`src/rtl/oddr_tx_pkg.sv`:
```
// rtl/oddr_tx_pkg.sv - shared state encoding and preamble pair for oddr_shift_tx
package oddr_tx_pkg;

  typedef enum logic [1:0] {
    IDLE  = 2'd0,
    PRE   = 2'd1,
    SHIFT = 2'd2
  } tx_state_e;

  localparam logic [1:0] SYNC = 2'b00;

endpackage

```
`src/rtl/oddr_shift_tx.sv`:
```
// rtl/oddr_shift_tx.sv - word-to-pair serializer feeding an ODDR, MSB first
// Optional SYNC preamble pair before every word: define ODDR_SHIFT_TX_PREAMBLE_EN.
module oddr_shift_tx #(
  parameter int   W    = 16,
  parameter logic IDLE = 1'b1
) (
  input  logic         c,
  input  logic         rst_n,
  input  logic [W-1:0] d,
  input  logic         d_valid,
  output logic         d_ready,
  output logic [1:0]   q,
  output logic         busy
);

  localparam int             CW        = (W / 2 > 1) ? $clog2(W / 2) : 1;
  localparam logic [CW-1:0]  LAST      = CW'(W / 2 - 1);
  localparam logic [1:0]     IDLE_PAIR = {IDLE, IDLE};

  oddr_tx_pkg::tx_state_e state;
  logic [CW-1:0]          cnt;
  logic [W-1:0]           sh;
  logic                   load;

  // q[0] is the bit sent on the rising edge, so the MSB of each pair goes there.
  function automatic logic [1:0] top_pair(input logic [W-1:0] w);
    return {w[W-2], w[W-1]};
  endfunction

  // A new word may start from idle or in the final pair cycle of the current word.
  always_comb begin
    load = 1'b0;
    if (d_valid && d_ready &&
        (state == oddr_tx_pkg::IDLE || (state == oddr_tx_pkg::SHIFT && cnt == LAST)))
      load = 1'b1;
  end

  always_ff @(posedge c) begin
    if (!rst_n) begin
      state   <= oddr_tx_pkg::IDLE;
      cnt     <= '0;
      sh      <= '0;
      q       <= IDLE_PAIR;
      busy    <= 1'b0;
      d_ready <= 1'b0;
    end else if (load) begin
`ifdef ODDR_SHIFT_TX_PREAMBLE_EN
      state   <= oddr_tx_pkg::PRE;
      q       <= oddr_tx_pkg::SYNC;
      sh      <= d;
`else
      state   <= oddr_tx_pkg::SHIFT;
      q       <= top_pair(d);
      sh      <= d << 2;
`endif
      cnt     <= '0;
      busy    <= 1'b1;
      d_ready <= 1'b0;
    end else if (state == oddr_tx_pkg::PRE) begin
      state   <= oddr_tx_pkg::SHIFT;
      q       <= top_pair(sh);
      sh      <= sh << 2;
      cnt     <= '0;
      busy    <= 1'b1;
      d_ready <= 1'b0;
    end else if (state == oddr_tx_pkg::SHIFT && cnt != LAST) begin
      q       <= top_pair(sh);
      sh      <= sh << 2;
      cnt     <= cnt + 1'b1;
      busy    <= 1'b1;
      // Ready is registered so it is already high during the last pair.
      d_ready <= (cnt + 1'b1 == LAST);
    end else begin
      state   <= oddr_tx_pkg::IDLE;
      q       <= IDLE_PAIR;
      cnt     <= '0;
      busy    <= 1'b0;
      d_ready <= 1'b1;
    end
  end

endmodule
```
`config.mk`:
```
export PLATFORM = sky130hd
export DESIGN_NAME = oddr_shift_tx
export DESIGN_NICKNAME = d
export VERILOG_FILES = /design/src/rtl/oddr_tx_pkg.sv /design/src/rtl/oddr_shift_tx.sv
export SDC_FILE = /design/constraint.sdc
export NUM_CORES = 1
export LEC_CHECK = 0
export ABC_AREA = 0
export CAP_MARGIN = 20
export CELL_PAD_IN_SITES_DETAIL_PLACEMENT = 0
export CELL_PAD_IN_SITES_GLOBAL_PLACEMENT = 1
export CORE_UTILIZATION = 35
export DETAILED_ROUTE_END_ITERATION = 8
export HOLD_SLACK_MARGIN = 0.12
export PLACE_DENSITY = 0.84
export SETUP_SLACK_MARGIN = 0.05
export SYNTH_ARGS = -nofsm -noshare
export SYNTH_HDL_FRONTEND = slang
export SYNTH_SLANG_ARGS = --single-unit
```
`constraint.sdc`:
```
create_clock -name c -period 1.65 [get_ports c]
set_clock_uncertainty 0.15 [all_clocks]
set_input_delay 0.33 -clock c [delete_from_list [all_inputs] [get_ports c]]
set_output_delay 0.33 -clock c [all_outputs]
set_load 0.02 [all_outputs]
```
==> flow_summary.yaml, run 1 <==
status:
  status: "complete, no violations"
setup_path:
  reg2reg_from: "cnt[0]"
  startpoint: "cnt[0]"
  worstSetupEndpointType: "flop"
  ff2ff_path_depth: 6
  cp_max_fo: 13
  cp.arrival_ns: 1.57
  cp-start-kind: "flop"
  cp.required_ns: 1.70
  crit_type: "flop to flop"
pwr:
  p_leak_nw: 0.544
  power_density_mw_per_mm2: 888
  ir_worst_vdd_mv: 0.554
  finalPower_mw: 1.07
cells_and_area:
  fillers: 231
  finalNonFillerCells: 146
  areaGrowthSynthToFinish_pct: 34.7
  final_util: 0.519
  finalNetCount: 141
  drive_above_1_share: 0.110
  antennaDiodeCount: 0
clock_tree:
  tritoncts: "yes"
  clock_latency_ns: 0.30
  clk_pin_slew_worst_paths_ns: 0.12
  clockRootBuffer: "clkbuf_4"
  cts_buffer_depth: 2
  htreeDepth: 1
  cts-buffers-inserted: 3
  clkSinkCount: 22
synthesis:
  syn-cell-area_sq_um: 893
  seq_area_frac_synth: 0.493
  netlist.area_leader.share: 0.493
  syn_nets: 115
  syn_inst: 93
  postSynthAreaPerCell_sq_um: 9.61
  synth_area_leaders: "dfxtp_1, mux2i_1, a21oi_1"
  synth_seq_cells: 22
  yosysTopAreaCell: "dfxtp_1"
  ys_warn_count: 0
  ys_types: 20
sta:
  timing.hold.ws_ns: 0.279
  max_slew_margin: 0.824
  min_period_ns: 1.52
  setup_tns_ns: 0
  finalCritPeriodShare: 0.919
  slew_viol_final: 0
  hold_violations: 0
  worstMarginPinSlew_ns: 0.264
  setup_viol: 0
  grt_setup_unrepaired: "false"
  clock.fmax_mhz: 659
floorplanning:
  ios: 23
  initial_core_util: 0.385
  core_sq_mm: 0.00232
  placementRows: 17
  die_area_sq_mm: 0.00276
  dieHeight_microns: 52.5
  fp.dieW_microns: 52.5
placed_design:
  io_buffers: 22
  routabilityCongestion: 0.697
  dp_hpwl_microns: 1210
  dp_cells: 142
drt:
  wire_per_inst_microns: 11.3
  drt_wl_total_microns: 1650
  first_pass_iters: 4
  dr_total_vias: 721
  avgViaCountPerCell: 4.94
  drtIter0Drc: 10
  drc_errors: 0
  ant_nets: 0
grt:
  track_usage: 0.137
  overflow: 0
  grt_pass1_vias: 664
  grt_start_max_net_pins: 21
  antenna_found_initial: 0
  grt_pass1_wl_microns: 2680
min_path:
  holdPathStages: 1
  hold_path.class: "flop to flop"
  worstHoldStart: "cnt[0]"
job:
  max_cap_viol_count: 0
[worst max-delay path: stages (launching register included)]
cell and delay [ns]:
dfxtp_2 0.35, ha_1 0.19, ha_1 0.19, nand2b_4 0.15
buf_4 0.17, o21ai_0 0.15, a21oi_1 0.05
[cells by family after synthesis]
group	after synthesis	share of synthesized area
adders and majority gates	3	0.0420
and+or+nand+nor	20	0.113
DFF	22	0.493
AOI/OAI and AO/OA	29	0.165
muxes	12	0.134
buffers and inverters	7	0.0518
[synthesized netlist by cell type]
cell type,instances
a21boi_0,1
a21oi_1,14
and2_1,2
and3_1,1
buf_2,1
buf_4,1
buf_6,2
clkbuf_1,2
dfxtp_1,22
ha_1,3
inv_1,1
mux2i_1,12
nand2_1,5
nand2_4,1
nand2b_1,1
nand3_1,3
nor2_1,4
nor2b_1,1
nor3_1,2
o21ai_0,14
[power by group]
group	total, mW	internal (mW)	switching [mW]	leakage, nW
combinational	0.186	0.103	0.0820	0.342
clock	0.291	0.135	0.156	0.0210
sequential	0.593	0.573	0.0202	0.181
[through the flow]
stage                     setup WS, ns  area (sq um)
final                            0.133          1200
after global routing            0.0574          1200
after floorplan                  0.135           893
after global placement          0.0181          1160
after detailed placement       -0.0236          1160
after CTS                       0.0605          1190
[registers in the layout, indices dropped and copies added, names as in the netlist]
signal	count
sh	14
cnt	3
q	2
busy	1
d_ready	1
state	1
[cells in the final DEF (no fill, tap or decap), drive strengths merged]
cell type,synthesis,layout
buf,4,5
nand2,6,6
and3,1,1
nor3,2,2
nand2b,1,1
clkdlybuf4s50,0,18
nor2b,1,1
mux2i,12,12
dfxtp,22,22
and2,2,2
inv,1,1
o21ai,14,14
a21oi,14,14
nand3,3,3
a21boi,1,1
clkbuf,2,4
nor2,4,4
dlygate4sd2,0,4
ha,3,3
[path summary, 6_finish.rpt]
kind	slack, ns	end
max	0.13	sh[8]
min	0.28	cnt[0]
max reg2reg	0.13	sh[8]
min reg2reg	0.28	cnt[0]
[routing by layer]
| layer | global-route usage | routed length, microns | up-vias |
|---|---|---|---|
| met5 | 0 | 0 | - |
| met4 | 0.0395 | 17 | 0 |
| met3 | 0.0522 | 87 | 2 |
| met2 | 0.243 | 847 | 20 |
| met1 | 0.149 | 693 | 323 |
| li1 | - | - | 376 |
[cell type report]
type | instances | area (sq um) | area share
Sequential cell | 22 | 442 | 0.367
Multi-Input combinational cell | 64 | 418 | 0.347
Timing Repair Buffer | 27 | 269 | 0.223
Clock buffer | 4 | 36.3 | 0.0301
Tap cell | 28 | 35.0 | 0.0291
Inverter | 1 | 3.75 | 0.00312
[what timing repair did]
action	4_1_cts	5_1_grt
hold buffers	0	0
setup buffers	0	0
setup endpoints to repair	4	17
resized for setup	4	9
No activity file was read; power rests on OpenSTA's default activity.
==> inputs of run 2 (changes only) <==
--- a/config.mk
+++ b/config.mk
@@ -9,10 +9,11 @@
 export CAP_MARGIN = 20
 export CELL_PAD_IN_SITES_DETAIL_PLACEMENT = 0
 export CELL_PAD_IN_SITES_GLOBAL_PLACEMENT = 1
-export CORE_UTILIZATION = 35
+export CORE_UTILIZATION = 44
 export DETAILED_ROUTE_END_ITERATION = 8
+export DONT_BUFFER_PORTS = 1
 export HOLD_SLACK_MARGIN = 0.12
-export PLACE_DENSITY = 0.84
+export PLACE_DENSITY = 0.82
 export SETUP_SLACK_MARGIN = 0.05
 export SYNTH_ARGS = -nofsm -noshare
 export SYNTH_HDL_FRONTEND = slang
==> constraint.sdc (replaced) <==
create_clock -name c -period 1.6 [get_ports c]
set_clock_uncertainty 0.15 [all_clocks]
set_input_delay 0.32 -clock c [delete_from_list [all_inputs] [get_ports c]]
set_output_delay 0.32 -clock c [all_outputs]
set_load 0.02 [all_outputs]
==> flow_summary.yaml, run 2 (synthesized netlist as in run 1, its figures left out) <==
status:
  status: "finished, violations left"
  violations: "hold timing"
placed_design:
  dp_cells: 114
  dp_hpwl_microns: 980
  io_buffers: 0
  routabilityCongestion: 0.694
setup_path:
  cp_num_buf_inv: 1
  cp.required_ns: 1.65
  cp-start-kind: "flop"
  slowest_stage: "dfxtp_2"
  reg2reg_from: "cnt[0]"
  crit_family: "adder cells"
  crit_type: "flop to flop"
  cp_max_fo: 14
  max_stage_delay_ns: 0.35
  cp.arrival_ns: 1.53
  crit_chain: "ha_1, ha_2, nand2b_4, buf_12, nand2_1, a21boi_0"
  worstSetupEndpointType: "flop"
  startpoint: "cnt[0]"
pwr:
  combPwrFrac: 0.111
  power.internal_uw: 910
  ir_worst_vdd_mv: 0.628
  switchingPower_uw: 259
  finalPower_mw: 1.17
  swShare: 0.222
  power_density_mw_per_mm2: 1160
  clockPowerShare: 0.360
  sequentialPowerShare: 0.529
  p_leak_nw: 0.462
min_path:
  worstHoldStart: "rst_n"
  hold_path.class: "primary input to flop"
floorplanning:
  placementRows: 15
  initial_core_util: 0.491
  ios: 23
  core_sq_mm: 0.00182
  dieHeight_microns: 47.1
  fp.dieW_microns: 47.1
  die_area_sq_mm: 0.00221
drt:
  drt_wl_total_microns: 1500
  drtIter0Drc: 4
  drc_errors: 0
  first_pass_iters: 2
  wire_per_inst_microns: 12.5
  avgViaCountPerCell: 5.28
  dr_total_vias: 633
  ant_nets: 0
sta:
  hold_violations: 20
  max_slew_margin: 0.827
  slew_viol_final: 0
  min_period_ns: 1.48
  timing.hold.ws_ns: -0.0657
  setup_viol: 0
  worstMarginPinSlew_ns: 0.260
  finalCritPeriodShare: 0.925
  setup_tns_ns: 0
  clock.fmax_mhz: 675
  grt_setup_unrepaired: "false"
cells_and_area:
  finalNonFillerCells: 120
  largest-register: "sh"
  most-common-layout-cells: "dfxtp_1, a21oi_1, mux2i_1"
  layout_commonest_cell: "dfxtp_1"
  areaGrowthSynthToFinish_pct: 12.9
  finalNetCount: 118
  drive_above_1_share: 0.137
  reg_top3: "sh x14, cnt x3, q x2"
  largest_reg_flops: 14
  antennaDiodeCount: 0
grt:
  grt_start_max_net_pins: 29
  grt_pass1_wl_microns: 2390
  antenna_found_initial: 0
  grt_pass1_vias: 567
  track_usage: 0.162
  overflow: 0
clock_tree:
  clk_pin_slew_worst_paths_ns: 0.12
  clkSinkCount: 22
  cts-buffers-inserted: 3
  tritoncts: "yes"
  clock_latency_ns: 0.31
  clockRootBuffer: "clkbuf_4"
  cts_buffer_depth: 2
  htreeDepth: 1
job:
  max_cap_viol_count: 0
[run 2: cell type report]
type	instances	area, sq um
Fill cell	178	812
Sequential cell	22	442
Multi-Input combinational cell	64	419
Timing Repair Buffer	4	60.1
Tap cell	25	31.3
Clock inverter	1	30.0
Clock buffer	3	22.5
Inverter	1	3.75
[run 2: path summary, 6_finish.rpt]
kind | to | slack (ns) | cells after the start
worst min-delay path | q[0] | -0.07 | 1
worst max-delay path | d_ready | 0.12 | 6
worst min register to register | sh[3] | 0.32 | 2
worst max register to register | d_ready | 0.12 | 6
[run 2: metal layers]
metal | global-route usage | vias to the layer above | wire (microns)
met3 | 0.0769 | 2 | 107
met4 | 0.0857 | 0 | 14
met5 | 0 | - | 0
met2 | 0.253 | 16 | 687
li1 | - | 329 | -
met1 | 0.184 | 286 | 691
[run 2: metrics by stage]
stage	cell area, sq um	setup WS, ns	hold WS [ns]	utilization
4_1_cts	966	0.0455	-0.0730	0.531
5_1_grt	1010	0.0551	-0.0854	0.554
3_5_place_dp	910	0.0650	0.254	0.500
6_report	1010	0.119	-0.0657	0.554
2_1_floorplan	893	0.0854	0.267	-
3_3_place_gp	910	0.0924	0.251	0.500
[run 2: power groups by stage]
stage	logic [mW]	clock network (mW)	registers, mW
6_report	0.129	0.421	0.619
5_1_grt	0.143	0.455	0.627
4_1_cts	0.116	0.432	0.618
3_5_place_dp	0.115	0	0.630
3_3_place_gp	0.112	0	0.627
2_1_floorplan	0.101	0	0.628
[run 2: what timing repair did]
item / in CTS / in global routing
resized for setup: 4 / 5
hold endpoints to repair: 22 / 22
buffers inserted: 0 / 1
cloned: 0 / 1
setup endpoints to repair: 3 / 17
